### src/rtl/uart_pkg.sv
// Shared UART definitions: FSM state encoding, oversampling and sample-point constants.
// Intended for reuse by both the receiver and the future transmitter.
package uart_pkg;

    localparam int OVERSAMPLE = 16;
    localparam int TICK_W     = $clog2(OVERSAMPLE);

    localparam logic [TICK_W-1:0] SAMPLE_TICK_A    = TICK_W'(7);
    localparam logic [TICK_W-1:0] SAMPLE_TICK_B    = TICK_W'(8);
    localparam logic [TICK_W-1:0] SAMPLE_TICK_C    = TICK_W'(9);
    localparam logic [TICK_W-1:0] STOP_SAMPLE_TICK = TICK_W'(9);
    localparam logic [TICK_W-1:0] LAST_TICK        = TICK_W'(OVERSAMPLE - 1);

    typedef enum logic [2:0] {
        IDLE,
        START,
        DATA,
        PARITY,
        STOP,
        WAIT_IDLE
    } uart_state_t;

    function automatic logic majority3(input logic a, input logic b, input logic c);
        return (a & b) | (a & c) | (b & c);
    endfunction

    // Clock cycles lost between a line edge and the first tick are 3; express them in ticks (rounded up).
    function automatic int start_latency_ticks(input int clk_div);
        return (3 + clk_div - 1) / clk_div;
    endfunction

endpackage

### src/rtl/uart_baud_tick.sv
// Oversample tick generator: one-cycle tick every CLK_DIV clocks, phase reset by 'restart'.
module uart_baud_tick #(
    parameter int CLK_DIV = 1
) (
    input  logic clk,
    input  logic rst_n,
    input  logic restart,
    output logic tick
);

    localparam logic [15:0] LAST_COUNT = 16'(CLK_DIV - 1);

    logic [15:0] count;

    always_ff @(posedge clk or negedge rst_n) begin
        if (!rst_n) begin
            count <= '0;
        end else if (restart || (count == LAST_COUNT)) begin
            count <= '0;
        end else begin
            count <= count + 16'd1;
        end
    end

    assign tick = !restart && (count == LAST_COUNT);

endmodule

### src/rtl/uart_rx.sv
// UART receiver, 16x oversampled with 2-of-3 majority voting per bit.
// Define UART_RX_PARITY_EN to add a parity bit after the payload and drive parity_err.
module uart_rx
    import uart_pkg::*;
#(
    parameter int CLK_DIV    = 1,
    parameter int DATA_BITS  = 8,
    parameter int PARITY_ODD = 0
) (
    input  logic                 clk,
    input  logic                 rst_n,
    input  logic                 rxd,
    output logic [DATA_BITS-1:0] data_out,
    output logic                 data_valid,
    output logic                 frame_err,
    output logic                 parity_err,
    output logic                 busy
);

    localparam logic [2:0] LAST_BIT = 3'(DATA_BITS - 1);
    // START is shortened by the synchronizer/edge-detect delay so later sample points sit near bit centres.
    localparam int START_TRIM = start_latency_ticks(CLK_DIV);
    localparam logic [TICK_W-1:0] START_LAST_TICK = TICK_W'(OVERSAMPLE - 1 - START_TRIM);

    uart_state_t state;
    uart_state_t next_state;

    logic                 rx_meta;
    logic                 rx_sync;
    logic                 rx_prev;
    logic [1:0]           sync_fill;
    logic                 armed;
    logic                 start_edge;
    logic                 tick;
    logic [TICK_W-1:0]    tick_cnt;
    logic [2:0]           bit_cnt;
    logic [1:0]           sample_hist;
    logic [DATA_BITS-1:0] shift_reg;
    logic                 sample_maj;
    logic                 sample_now;
    logic                 bit_end;
    logic                 stop_sample;
    logic                 parity_bad;
    logic                 load_data;
    logic                 valid_set;
    logic                 ferr_set;

    // Edges are only trusted once the synchronizer holds real samples and the line has been seen idle.
    always_ff @(posedge clk or negedge rst_n) begin
        if (!rst_n) begin
            rx_meta   <= 1'b1;
            rx_sync   <= 1'b1;
            rx_prev   <= 1'b1;
            sync_fill <= 2'b00;
            armed     <= 1'b0;
        end else begin
            rx_meta   <= rxd;
            rx_sync   <= rx_meta;
            rx_prev   <= rx_sync;
            sync_fill <= {sync_fill[0], 1'b1};
            if (sync_fill[1] && rx_sync) begin
                armed <= 1'b1;
            end
        end
    end

    assign start_edge = (state == IDLE) && armed && rx_prev && !rx_sync;

    uart_baud_tick #(
        .CLK_DIV(CLK_DIV)
    ) u_baud_tick (
        .clk    (clk),
        .rst_n  (rst_n),
        .restart(start_edge),
        .tick   (tick)
    );

    assign sample_maj  = majority3(sample_hist[0], sample_hist[1], rx_sync);
    assign sample_now  = tick && (tick_cnt == SAMPLE_TICK_C);
    assign bit_end     = tick && (tick_cnt == LAST_TICK);
    assign stop_sample = (state == STOP) && tick && (tick_cnt == STOP_SAMPLE_TICK);

    always_ff @(posedge clk or negedge rst_n) begin
        if (!rst_n) begin
            state <= IDLE;
        end else begin
            state <= next_state;
        end
    end

    always_comb begin
        next_state = state;
        case (state)
            IDLE: begin
                if (start_edge) begin
                    next_state = START;
                end
            end
            START: begin
                if (tick && (tick_cnt == SAMPLE_TICK_A) && rx_sync) begin
                    next_state = IDLE;
                end else if (tick && (tick_cnt == START_LAST_TICK)) begin
                    next_state = DATA;
                end
            end
            DATA: begin
                if (bit_end && (bit_cnt == LAST_BIT)) begin
`ifdef UART_RX_PARITY_EN
                    next_state = PARITY;
`else
                    next_state = STOP;
`endif
                end
            end
            PARITY: begin
`ifdef UART_RX_PARITY_EN
                if (bit_end) begin
                    next_state = STOP;
                end
`else
                next_state = IDLE;
`endif
            end
            STOP: begin
                if (stop_sample) begin
                    next_state = sample_maj ? IDLE : WAIT_IDLE;
                end
            end
            WAIT_IDLE: begin
                if (rx_sync) begin
                    next_state = IDLE;
                end
            end
            default: next_state = IDLE;
        endcase
    end

    always_comb begin
        busy      = (state != IDLE);
        load_data = 1'b0;
        valid_set = 1'b0;
        ferr_set  = 1'b0;
        if (stop_sample) begin
            load_data = 1'b1;
            ferr_set  = !sample_maj;
            valid_set = sample_maj && !parity_bad;
        end
    end

    // Tick phase restarts at the start edge and again at the end of the shortened start bit.
    always_ff @(posedge clk or negedge rst_n) begin
        if (!rst_n) begin
            tick_cnt    <= '0;
            bit_cnt     <= '0;
            sample_hist <= '0;
            shift_reg   <= '0;
        end else begin
            if (start_edge) begin
                tick_cnt <= '0;
            end else if (tick) begin
                if ((state == START) && (tick_cnt == START_LAST_TICK)) begin
                    tick_cnt <= '0;
                end else begin
                    tick_cnt <= tick_cnt + TICK_W'(1);
                end
            end
            if (state == START) begin
                bit_cnt <= '0;
            end else if ((state == DATA) && bit_end) begin
                bit_cnt <= bit_cnt + 3'd1;
            end
            if (tick && (tick_cnt == SAMPLE_TICK_A)) begin
                sample_hist[0] <= rx_sync;
            end
            if (tick && (tick_cnt == SAMPLE_TICK_B)) begin
                sample_hist[1] <= rx_sync;
            end
            if ((state == DATA) && sample_now) begin
                shift_reg <= {sample_maj, shift_reg[DATA_BITS-1:1]};
            end
        end
    end

    always_ff @(posedge clk or negedge rst_n) begin
        if (!rst_n) begin
            data_out   <= '0;
            data_valid <= 1'b0;
            frame_err  <= 1'b0;
        end else begin
            if (load_data) begin
                data_out <= shift_reg;
            end
            data_valid <= valid_set;
            frame_err  <= ferr_set;
        end
    end

`ifdef UART_RX_PARITY_EN
    logic parity_bit;
    logic perr_q;

    assign parity_bad = parity_bit ^ (^shift_reg) ^ (PARITY_ODD != 0);

    always_ff @(posedge clk or negedge rst_n) begin
        if (!rst_n) begin
            parity_bit <= 1'b0;
            perr_q     <= 1'b0;
        end else begin
            if ((state == PARITY) && sample_now) begin
                parity_bit <= sample_maj;
            end
            perr_q <= stop_sample && parity_bad;
        end
    end

    assign parity_err = perr_q;
`else
    logic unused_parity_odd;

    assign unused_parity_odd = (PARITY_ODD != 0);
    assign parity_bad        = 1'b0;
    assign parity_err        = 1'b0;
`endif

endmodule

### config.mk
export PLATFORM = sky130hd
export DESIGN_NAME = uart_rx
export DESIGN_NICKNAME = d
export VERILOG_FILES = /design/src/rtl/uart_pkg.sv /design/src/rtl/uart_baud_tick.sv /design/src/rtl/uart_rx.sv
export SDC_FILE = /design/constraint.sdc
export NUM_CORES = 1
export LEC_CHECK = 0
export ABC_AREA = 1
export CAP_MARGIN = 20
export CORE_ASPECT_RATIO = 1.25
export CORE_UTILIZATION = 50
export CTS_CLUSTER_DIAMETER = 120
export CTS_CLUSTER_SIZE = 25
export DETAILED_ROUTE_END_ITERATION = 7
export PLACE_DENSITY = 0.78
export SLEW_MARGIN = 10
export SYNTH_ARGS = -nofsm -noshare
export SYNTH_HDL_FRONTEND = slang
export SYNTH_SLANG_ARGS = --single-unit
### constraint.sdc
create_clock -name clk -period 1.7 [get_ports clk]
set_input_delay 0.255 -clock clk [delete_from_list [all_inputs] [get_ports clk]]
set_output_delay 0.255 -clock clk [all_outputs]
set_load 0.02 [all_outputs]
==> impl_metrics.csv <==
group,metric,value,unit
sta,rsz0062_at_grt,"true",
clock_tree,cts_buffers,5,
synth,yosysTopAreaCell,"dfrtp_1",
placed_design,post-dp-hpwl,3.46,mm
detailed_routing,antenna_left,0,
synth,ys_seq_area_frac,0.517,
outcome,violations,"setup timing",
clock_tree,cts_buffer_depth,2,
floorplanning,fp.coreArea,4800,µm²
detailed_routing,wl,5.44,mm
detailed_routing,vias,2059,
detailed_routing,first_iter_violations,152,
finish,fin_nets,335,
sta,finalSetupViolations,13,
job,cap_violations,0,
clock_tree,cts_tree,"yes",
setup_path,crit_family,"simple AND/OR/NAND/NOR gates",
clock_tree,root_buffer,"clkbuf_8",
floorplanning,die_h,81.5,µm
synth,syn_nets,300,
sta,final_max_slew_viol_count,0,
finish,antenna_cells,0,
clock_tree,h-tree-depth,2,
sta,finalSetupTns,-273,ps
clock_tree,cts_sinks,52,
setup_path,crit_path_max_incr_delay,450,ps
setup_path,critPathCaptureType,"flip-flop",
finish,fillerInstances,381,
sta,fmax,563,MHz
floorplanning,start_util,0.526,
grt,grt_max_degree,36,
worst_hold_path,hp-class,"in -> reg",
floorplanning,core.rowCount,28,
setup_path,crit_chain,"nor2_1 > nand2_1 > nor2_4 > nand2_4 > nor2_8 > nand3_4 > clkbuf_16 > nand2_2 > o21ai_1",
grt,antenna_found_initial,0,
sta,slew_headroom,0.514,
clock_tree,clk_latency,310,ps
detailed_routing,dr.pass1.iters,4,
power,p_leak,1.45,nW
floorplanning,die_w,65.6,µm
detailed_routing,routedWlPerCell,14.1,µm
detailed_routing,drt-vias-per-instance,5.33,
sta,worst_slew_pin_slew,726,ps
placed_design,place_congestion,0.841,
sta,setup_slack,-75.1,ps
setup_path,cp.required,1900,ps
finish,layout_common_cells,"54 x nand2_1, 49 x dfrtp_1, 28 x inv_1",
finish,layout-drive-gt1-share,0.276,
synth,ys_seq_elements,52,
finish,final_common_cell,"nand2_1",
sta,holdWs,342,ps
grt,grt_pass1_wl,7.96,mm
power,vdd_drop_max,491,µV
setup_path,worstSetupPathType,"reg -> reg",
synth,syn_area_per_cell,8.71,µm²
setup_path,crit_buf_inv,1,
grt,grt_pass1_vias,1886,
setup_path,crit_path_start_kind,"flip-flop",
detailed_routing,drc,0,
placed_design,postPlaceCellArea,2760,µm²
setup_path,crit_arrival,1970,ps
synth,synth.area.top_cells,"dfrtp_1 49%, nand2_1 9.5%, inv_1 4.6%",
setup_path,crit_slowest_cell,"dfrtp_1",
outcome,outcome,"finished, violations left",
sta,finalHoldViolCount,0,
finish,seq_area,1310,µm²
placed_design,io_buffer_count,13,
finish,multi_input_area,1210,µm²
finish,layoutNonFillerInstCount,386,
placed_design,place_inst,367,
floorplanning,dieArea,5340,µm²
sta,final.setup_skew,7.05,ps
setup_path,cp_max_fo,8,
synth,yosys.area.top_type_share,0.485,
synth,syn_area,2530,µm²
finish,area_growth,24.2,%
power,power_density,949,nW/µm²
grt,track_usage,0.198,
sta,finalCritPeriodShare,1.04,
clock_tree,cts.clk_slew.worst_paths,100,ps
synth,yosys_warnings,0,
finish,largest_reg_flops,16,
sta,period_minus_slack,1780,ps
synth,netlist_instances,290,
floorplanning,ios,15,
synth,yosysUniqueCellTypes,31,
grt,overflow,0,
finish,final_cell_area,3140,µm²
-- layer usage --
layer	vias to the layer above	track usage	routed length (µm)
met4	0	0.120	139
li1	1005	-	-
met1	998	0.219	2150
met3	14	0.0431	165
met5	-	0	0
met2	42	0.347	2980
-- path summary, 6_finish.rpt --
| path | start | endpoint | slack [ps] | cells after the start |
|---|---|---|---|---|
| min in group asynchronous | rst_n | data_out[5] | 410 | 2 |
| max in group asynchronous | rst_n | rx_meta | 680 | 3 |
| worst max-delay path | u_baud_tick.count[8] | data_out[3] | -80 | 9 |
| worst max register to register | u_baud_tick.count[8] | data_out[3] | -80 | 9 |
| worst min register to register | rx_meta | rx_sync | 350 | 0 |
| worst min-delay path | rxd | rx_meta | 340 | 1 |
-- cell usage after synthesis --
library cell,count
nand2_2,3
buf_2,1
o21a_1,3
nor2_2,6
nand2_1,64
nand3_4,2
nand2_4,1
nor2_4,2
nor3_1,5
ha_1,7
nor2_1,28
inv_1,31
mux2_4,1
inv_2,8
o21ai_0,5
o21ai_1,18
xor2_1,3
nor4_1,1
a31oi_1,3
conb_1,2
a21oi_1,12
a21o_1,1
dfrtp_1,49
o22ai_1,2
buf_4,1
nor2_8,1
nand4_1,4
dfstp_2,3
nor3_2,3
buf_6,2
nand3_1,18
-- per-stage QoR --
step	util	setup slack, ps	power [mW]
finish	0.654	-75.1	2.98
global route	0.654	-116	3.14
CTS	0.604	-4.25	2.92
detailed placement	0.576	-25.2	2.17
global placement	0.576	66.4	2.14
floorplan	-	116	1.97
-- worst reg2reg max path, delay by kind of cell (launching register included) --
kind	cells	cell delay [ps]
buffers and inverters	1	200
AOI/OAI and AO/OA	1	80
DFF	1	450
and+or+nand+nor	7	940
-- cell families after synthesis --
group                    Yosys count  share of synthesized area
AND/OR/NAND/NOR                  138                      0.264
buffers and inverters             43                     0.0718
flip-flops                        52                      0.517
multiplexers                       1                    0.00594
AO/OA/AOI/OAI                     44                     0.0936
other                              2                    0.00297
adder cells (fa/ha/maj)            7                     0.0347
XOR/XNOR                           3                     0.0104
-- where the power goes --
group | switching (mW) | leakage, nW | internal, mW
logic | 0.526 | 0.706 | 0.265
registers | 0.104 | 0.694 | 1.34
clock network | 0.441 | 0.0463 | 0.303
total | 1.07 | 1.45 | 1.91
-- area by class of cell --
type                    instances  share of cell area
multi-input cells             196               0.386
clock buffers                   5              0.0219
well taps                      60              0.0239
flip-flops and latches         52               0.416
clock inverters                 3             0.00878
inverters                      39              0.0467
repair buffers                 31              0.0965
-- timing repair --
item                                    in CTS  in global routing
resized for setup                            3                 43
endpoints found under the setup margin      11                 33
cloned                                       0                  2
buffers inserted                             3                  6
hold buffers                                 1                  0
hold endpoints to repair                    17                  0
pin swaps                                    2                 14
(Power assumes the default switching activity.)
